File: config.mk
export PLATFORM = sky130hd
export DESIGN_NAME = count_sequencer
export DESIGN_NICKNAME = d
export VERILOG_FILES = /design/src/rtl/count_sequencer.sv
export SDC_FILE = /design/constraint.sdc
export NUM_CORES = 1
export LEC_CHECK = 0
export BUFFER_PORTS_ARGS = -buffer_cell sky130_fd_sc_hd__buf_2
export CORE_MARGIN = 2
export CORE_UTILIZATION = 46
export DETAILED_ROUTE_END_ITERATION = 12
export PLACE_DENSITY = 0.79
export SETUP_SLACK_MARGIN = 0.05
export SYNTH_ARGS = -nofsm -noshare
export SYNTH_HDL_FRONTEND = slang
export SYNTH_SLANG_ARGS = --single-unit
File: constraint.sdc
create_clock -name clk -period 2.2 [get_ports clk]
set_clock_uncertainty 0.2 [all_clocks]
set_input_delay 0.44 -clock clk [delete_from_list [all_inputs] [get_ports clk]]
set_output_delay 0.44 -clock clk [all_outputs]
set_load 0.05 [all_outputs]
File: src/rtl/count_sequencer.sv
// count_sequencer: FSM that steers an external load/enable counter from a captured start value to a captured end value.
// Optional build macro AUTO_RELOAD_EN: after DONE, reload the captured range and run again until abort.
module count_sequencer #(
    parameter int WIDTH = 5
) (
    input  logic             clk,
    input  logic             rst,
    input  logic             start,
    input  logic [WIDTH-1:0] start_val,
    input  logic [WIDTH-1:0] end_val,
    input  logic             pause,
    input  logic             abort,
    input  logic [WIDTH-1:0] cnt_out,
    output logic             load,
    output logic             enab,
    output logic [WIDTH-1:0] cnt_in,
    output logic             busy,
    output logic             done
);
    typedef enum logic [2:0] {IDLE, LOAD, RUN, PAUSE, DONE} state_t;

    state_t           state;
    logic [WIDTH-1:0] start_reg;
    logic [WIDTH-1:0] end_reg;
    logic             at_end;

    assign at_end = cnt_out == end_reg;
    assign cnt_in = start_reg;

    // count only while running, not held or aborted, and short of the terminal value
    always_comb enab = (state == RUN) && !pause && !abort && !at_end;

    // state sequencing with registered load/busy/done decoded from the state being entered
    always_ff @(posedge clk or negedge rst) begin
        if (!rst) begin
            state     <= IDLE;
            start_reg <= '0;
            end_reg   <= '0;
            load      <= 1'b0;
            busy      <= 1'b0;
            done      <= 1'b0;
        end else begin
            case (state)
                IDLE: if (start) begin
                    start_reg <= start_val;
                    end_reg   <= end_val;
                    state     <= LOAD;
                    load      <= 1'b1;
                    busy      <= 1'b1;
                end
                LOAD: begin
                    load  <= 1'b0;
                    state <= abort ? IDLE : RUN;
                    busy  <= !abort;
                end
                RUN: if (abort) begin
                    state <= IDLE;
                    busy  <= 1'b0;
                end else if (at_end) begin
                    state <= DONE;
                    done  <= 1'b1;
                end else if (pause) begin
                    state <= PAUSE;
                end
                PAUSE: if (abort) begin
                    state <= IDLE;
                    busy  <= 1'b0;
                end else if (!pause) begin
                    state <= RUN;
                end
                DONE: begin
                    done <= 1'b0;
`ifdef AUTO_RELOAD_EN
                    state <= abort ? IDLE : LOAD;
                    load  <= !abort;
                    busy  <= !abort;
`else
                    state <= IDLE;
                    busy  <= 1'b0;
`endif
                end
                default: begin
                    state <= IDLE;
                    load  <= 1'b0;
                    busy  <= 1'b0;
                    done  <= 1'b0;
                end
            endcase
        end
    end
endmodule
==> results of run 1 <==
-- per-layer routing --
layer  routed length, um  global-route usage, %
met5                   0                      0
met3                 121                   7.20
met2                 715                   28.4
met1                 596                   19.6
met4                   0                      0
-- through the flow --
step	instances	util (%)	setup slack [ns]	instance area (sq um)	total power, uW
after floorplan	61	-	0.107	769	1090
after global placement	109	61.8	0.181	952	1270
after detailed placement	109	61.8	0.156	952	1290
after CTS	114	65.2	0.0521	1000	1490
after global routing	114	66.2	0.0495	1020	1580
final	114	66.2	0.155	1020	1490
-- area by class of cell --
| cell class | count | area share, % |
|---|---|---|
| well taps | 16 | 1.96 |
| clock buffers | 4 | 3.56 |
| multi-input cells | 39 | 34.0 |
| inverters | 4 | 1.47 |
| flip-flops and latches | 16 | 39.3 |
| repair buffers | 35 | 19.8 |
-- worst min-delay path by stage --
stage                     end          from  slack (ns)  cells past startpoint
floorplan                busy           rst       -0.06                      0
global placement     state[2]           rst        0.17                      1
detailed placement   state[2]           rst        0.17                      1
CTS                 cnt_in[1]  start_val[1]        0.17                      2
global route        cnt_in[2]  start_val[2]        0.17                      2
finish              cnt_in[1]  start_val[1]        0.18                      2
-- power by group through the flow --
stage	registers [uW]	clock network [uW]	logic, uW
2_1_floorplan	786	0	304
3_3_place_gp	507	0	760
3_5_place_dp	515	0	777
4_1_cts	513	199	780
5_1_grt	530	214	838
6_report	513	194	782
-- cell families (layout without fill, tap and decap cells) --
family / count (synthesis) / count (layout) / synth area share, %
AOI/OAI and AO/OA: 10 / 10 / 9.80
xor gates and xnor gates: 5 / 5 / 5.72
muxes: 11 / 11 / 16.2
DFF: 16 / 16 / 52.3
buffers and inverters: 6 / 43 / 4.90
and+or+nand+nor: 13 / 13 / 11.1
-- timing repair --
action,in CTS,in global routing
gates cloned,0,0
setup buffers,0,0
hold buffers,1,0
endpoints found under the hold margin,16,0
resized for setup,1,4
setup endpoints to repair,1,1
-- layout by cell type, fill, tap and decap left out, drive strengths merged --
cell         count
and3             1
inv              4
or2              1
o22ai            1
nor3             2
a31oi            1
nand4b           1
a21oi            1
buf             34
o21bai           1
a221oi           1
xor2             5
a21o             1
or3b             1
dlygate4sd3      1
nor2             2
a21boi           1
mux2            11
nand2b           1
o211ai           2
nand2            2
clkbuf           4
nor4b            2
dfrtp           16
a32o             1
==> flow_metrics.env, run 1 <==
export IMPL_synth_top_area_share_pct=52.3
export IMPL_crit_fanout=2
export IMPL_path_cells="nor4b_4, nand2b_1, a21oi_2, buf_6"
export IMPL_place_congestion=0.826
export IMPL_cts_buffers=3
export IMPL_routed_wl_um=1430
export IMPL_drt_pass1_iter_count=2
export IMPL_initial_utilization_pct=49.7
export IMPL_cts_tree="yes"
export IMPL_crit_required_ns=1.56
export IMPL_synthCells=61
export IMPL_grt_use_total_pct=16.2
export IMPL_avgSynthCellArea_sq_um=12.6
export IMPL_drv_slew=0
export IMPL_hp_class="in2reg"
export IMPL_synth_common_cells="dfrtp_1, mux2_2, xor2_1, inv_1"
export IMPL_p_clk_share_pct=13.0
export IMPL_clk_latency_ns=0.29
export IMPL_hold_viol=0
export IMPL_synth_most_common_cell="dfrtp_1"
export IMPL_clock_sinks=16
export IMPL_vdd_drop_max_v=0.000832
export IMPL_power_frac_comb_pct=52.5
export IMPL_hold_slack_ns=0.176
export IMPL_fin_crit_sh_pct=93.0
export IMPL_p_leak_uw=0.000497
export IMPL_syn_area_sq_um=766
export IMPL_routedWlPerCell_um=12.6
export IMPL_ys_async_sr_fraction_pct=100
export IMPL_path_buf_inv=1
export IMPL_cts_root_buf="clkbuf_4"
export IMPL_num_rows=14
export IMPL_critPathLaunch="state[2]"
export IMPL_vias_per_cell=5.10
export IMPL_synth_cell_types=24
export IMPL_crit_type="reg2out"
export IMPL_cp_arrival_ns=1.41
export IMPL_fillers=126
export IMPL_ys_top_cells_by_area="dfrtp_1, mux2_2, xor2_1"
export IMPL_fp_dieArea_sq_mm=0.00201
export IMPL_clkTransAtPathRegs_ns=0.10
export IMPL_internal_power_uw=832
export IMPL_crit_end="enab"
export IMPL_crit_slowest_cell="dfrtp_1"
export IMPL_setup_viol=0
export IMPL_ys_ff_latch=16
export IMPL_r2r_end="cnt_in[3]"
export IMPL_drt_initial_drc_count=4
export IMPL_max_cap_viol_count=0
export IMPL_period_minus_slack_ns=2.05
export IMPL_r2r_slack_ns=0.45
export IMPL_regArea_sq_um=400
export IMPL_max_freq_mhz=489
export IMPL_ff2ff_path_depth=4
export IMPL_tightest_slew_ns=0.349
export IMPL_grt_pass1_vias=573
export IMPL_switchingPower_uw=657
export IMPL_fin_tns_setup_ns=0
export IMPL_yosys_warnings=0
export IMPL_die_w_um=44.8
export IMPL_slew_headroom_pct=76.7
export IMPL_io_pins=29
export IMPL_multi_input_area_sq_um=347
export IMPL_die_h_um=44.8
export IMPL_htree_levels=1
export IMPL_worstSetupPathDepth=4
export IMPL_swShare_pct=44.1
export IMPL_outcome="finished, final reports clean"
export IMPL_drive_above_1_share_pct=55.1
export IMPL_dp_hpwl_um=1090
export IMPL_yosysTopAreaCell="dfrtp_1"
export IMPL_ys_flop_type="dfrtp_1"
export IMPL_antenna_found_initial=0
export IMPL_max_stage_delay_ns=0.43
export IMPL_syn_num_nets=81
export IMPL_synth_edf_count=0
export IMPL_reg2reg_from="state[2]"
export IMPL_grt_overflow=0
export IMPL_grt_first_pass_wirelength_um=2360
export IMPL_coreArea_sq_mm=0.00154
export IMPL_area_growth_pct=33.2
export IMPL_synth_seq_area_share_pct=52.3
export IMPL_drc=0
export IMPL_rsz0062_at_grt="no"
export IMPL_cts_buffer_depth=2
export IMPL_grt_max_degree=17
export IMPL_ant_nets=0
export IMPL_start_kind="flop"
export IMPL_antenna_cells=0
export IMPL_sequentialPowerShare_pct=34.5
export IMPL_vias=581
export IMPL_crit_family="flip-flops"
export IMPL_cp_end_kind="output pin"
export IMPL_num_nets_final=119
export IMPL_io_buffers=28
export IMPL_pwr_density_cell_mw_per_mm2=1460
(Power assumes the default switching activity.)
==> run 2, diff against run 1 <==
--- a/config.mk
+++ b/config.mk
@@ -9,7 +9,7 @@
 export CORE_MARGIN = 2
 export CORE_UTILIZATION = 46
 export DETAILED_ROUTE_END_ITERATION = 12
-export PLACE_DENSITY = 0.79
+export PLACE_DENSITY = 0.76
 export SETUP_SLACK_MARGIN = 0.05
 export SYNTH_ARGS = -nofsm -noshare
 export SYNTH_HDL_FRONTEND = slang
==> flow_metrics.env, run 2 (synthesized netlist as in run 1, its figures left out) <==
export IMPL_cts_root_buf="clkbuf_4"
export IMPL_grt_overflow=0
export IMPL_hold_viol=0
export IMPL_routed_wl_um=1450
export IMPL_die_w_um=44.8
export IMPL_cts_tree="yes"
export IMPL_drive_above_1_share_pct=56.1
export IMPL_fin_util_pct=66.0
export IMPL_final_common_cell="buf_2"
export IMPL_cp_arrival_ns=1.39
export IMPL_cts_buffer_depth=2
export IMPL_max_freq_mhz=493
export IMPL_crit_type="reg2out"
export IMPL_slew_headroom_pct=75.9
export IMPL_grt_use_total_pct=15.2
export IMPL_crit_required_ns=1.56
export IMPL_vias=609
export IMPL_grt_pass1_vias=593
export IMPL_outcome="finished, final reports clean"
export IMPL_path_buf_inv=1
export IMPL_clock_sinks=16
export IMPL_fin_crit_sh_pct=92.3
export IMPL_htree_levels=1
export IMPL_drv_slew=0
export IMPL_antenna_cells=0
export IMPL_r2r_end="end_reg[1]"
export IMPL_stdcell_area_sq_mm=0.00102
export IMPL_total_power_uw=1490
export IMPL_instances_no_fill=114
export IMPL_crit_fanout=2
export IMPL_coreArea_sq_mm=0.00154
export IMPL_min_delay_start="start_val[2]"
export IMPL_die_h_um=44.8
export IMPL_ant_nets=0
export IMPL_vias_per_cell=5.34
export IMPL_max_stage_delay_ns=0.43
export IMPL_period_minus_slack_ns=2.03
export IMPL_cts_buffers=3
export IMPL_io_buffers=28
export IMPL_hold_path_cell_count=2
export IMPL_cp_end_kind="output pin"
export IMPL_vdd_drop_max_v=0.000892
export IMPL_clkTransAtPathRegs_ns=0.10
export IMPL_crit_family="flip-flops"
export IMPL_fin_tns_setup_ns=0
export IMPL_routedWlPerCell_um=12.7
export IMPL_dp_hpwl_um=1120
export IMPL_final_cell_mix="buf_2, dfrtp_1, mux2_2"
export IMPL_initial_utilization_pct=49.7
export IMPL_path_cells="nor4b_4, nand2b_1, a21oi_2, buf_4"
export IMPL_num_nets_final=119
export IMPL_crit_slowest_cell="dfrtp_1"
export IMPL_antenna_found_initial=0
export IMPL_worstHoldEndpoint="cnt_in[2]"
export IMPL_reg2reg_from="state[2]"
export IMPL_area_growth_pct=32.8
export IMPL_io_pins=29
export IMPL_drt_pass1_iter_count=2
export IMPL_grt_max_degree=17
export IMPL_critPathLaunch="state[2]"
export IMPL_ff2ff_path_depth=4
export IMPL_start_kind="flop"
export IMPL_dp_cells=109
export IMPL_r2r_slack_ns=0.45
export IMPL_num_rows=14
export IMPL_fp_dieArea_sq_mm=0.00201
export IMPL_rsz0062_at_grt="no"
export IMPL_cts_setup_buffers=0
export IMPL_dpl_instance_area_sq_um=952
export IMPL_setup_viol=0
export IMPL_grt_first_pass_wirelength_um=2280
export IMPL_place_congestion=0.796
export IMPL_tightest_slew_ns=0.361
export IMPL_drt_initial_drc_count=1
export IMPL_pwr_density_cell_mw_per_mm2=1460
export IMPL_hp_class="in2reg"
export IMPL_drc=0
export IMPL_clk_latency_ns=0.27
export IMPL_p_leak_uw=0.000495
export IMPL_max_cap_viol_count=0
==> run 2: cell type report <==
cell class                      count  area, sq um
Fill cell                         117          524
Sequential cell                    16          402
Multi-Input combinational cell     39          347
Timing Repair Buffer               35          198
Clock buffer                        4         36.3
Tap cell                           16         20.0
Inverter                            4         15.0
==> run 2: how the worst max path moves through the flow <==
stage          endpoint  cells after the start
6_report           enab                      4
5_1_grt            enab                      4
4_1_cts            enab                      4
3_5_place_dp       enab                      5
3_3_place_gp       enab                      5
2_1_floorplan      enab                      4
==> run 2: timing repair <==
item / 4_1_cts / 5_1_grt
setup endpoints to repair: 1 / 1
endpoints found under the hold margin: 16 / 0
gates resized for setup: 1 / 4
hold buffers: 1 / 0
pin swaps: 0 / 0
==> run 2: power breakdown <==
part	internal (uW)	switching, uW	total, uW
combinational	303	477	780
sequential	433	88.1	521
clock	100	86.7	187
total	836	652	1490
==> run 2: routing by layer <==
| metal | track usage [%] | routed length (um) | up-vias |
|---|---|---|---|
| met5 | 0 | 0 | - |
| met4 | 1.76 | 0 | 0 |
| met3 | 2.40 | 75 | 0 |
| met2 | 29.0 | 753 | 19 |
| met1 | 18.5 | 622 | 297 |
| li1 | - | - | 293 |
==> run 2: per-stage QoR <==
stage	hold WS (ns)	worst slack, ns
3_5_place_dp	0.174	0.182
5_1_grt	0.184	0.0772
4_1_cts	0.181	0.0558
2_1_floorplan	-0.0556	0.107
3_3_place_gp	0.168	0.177
6_report	0.188	0.170
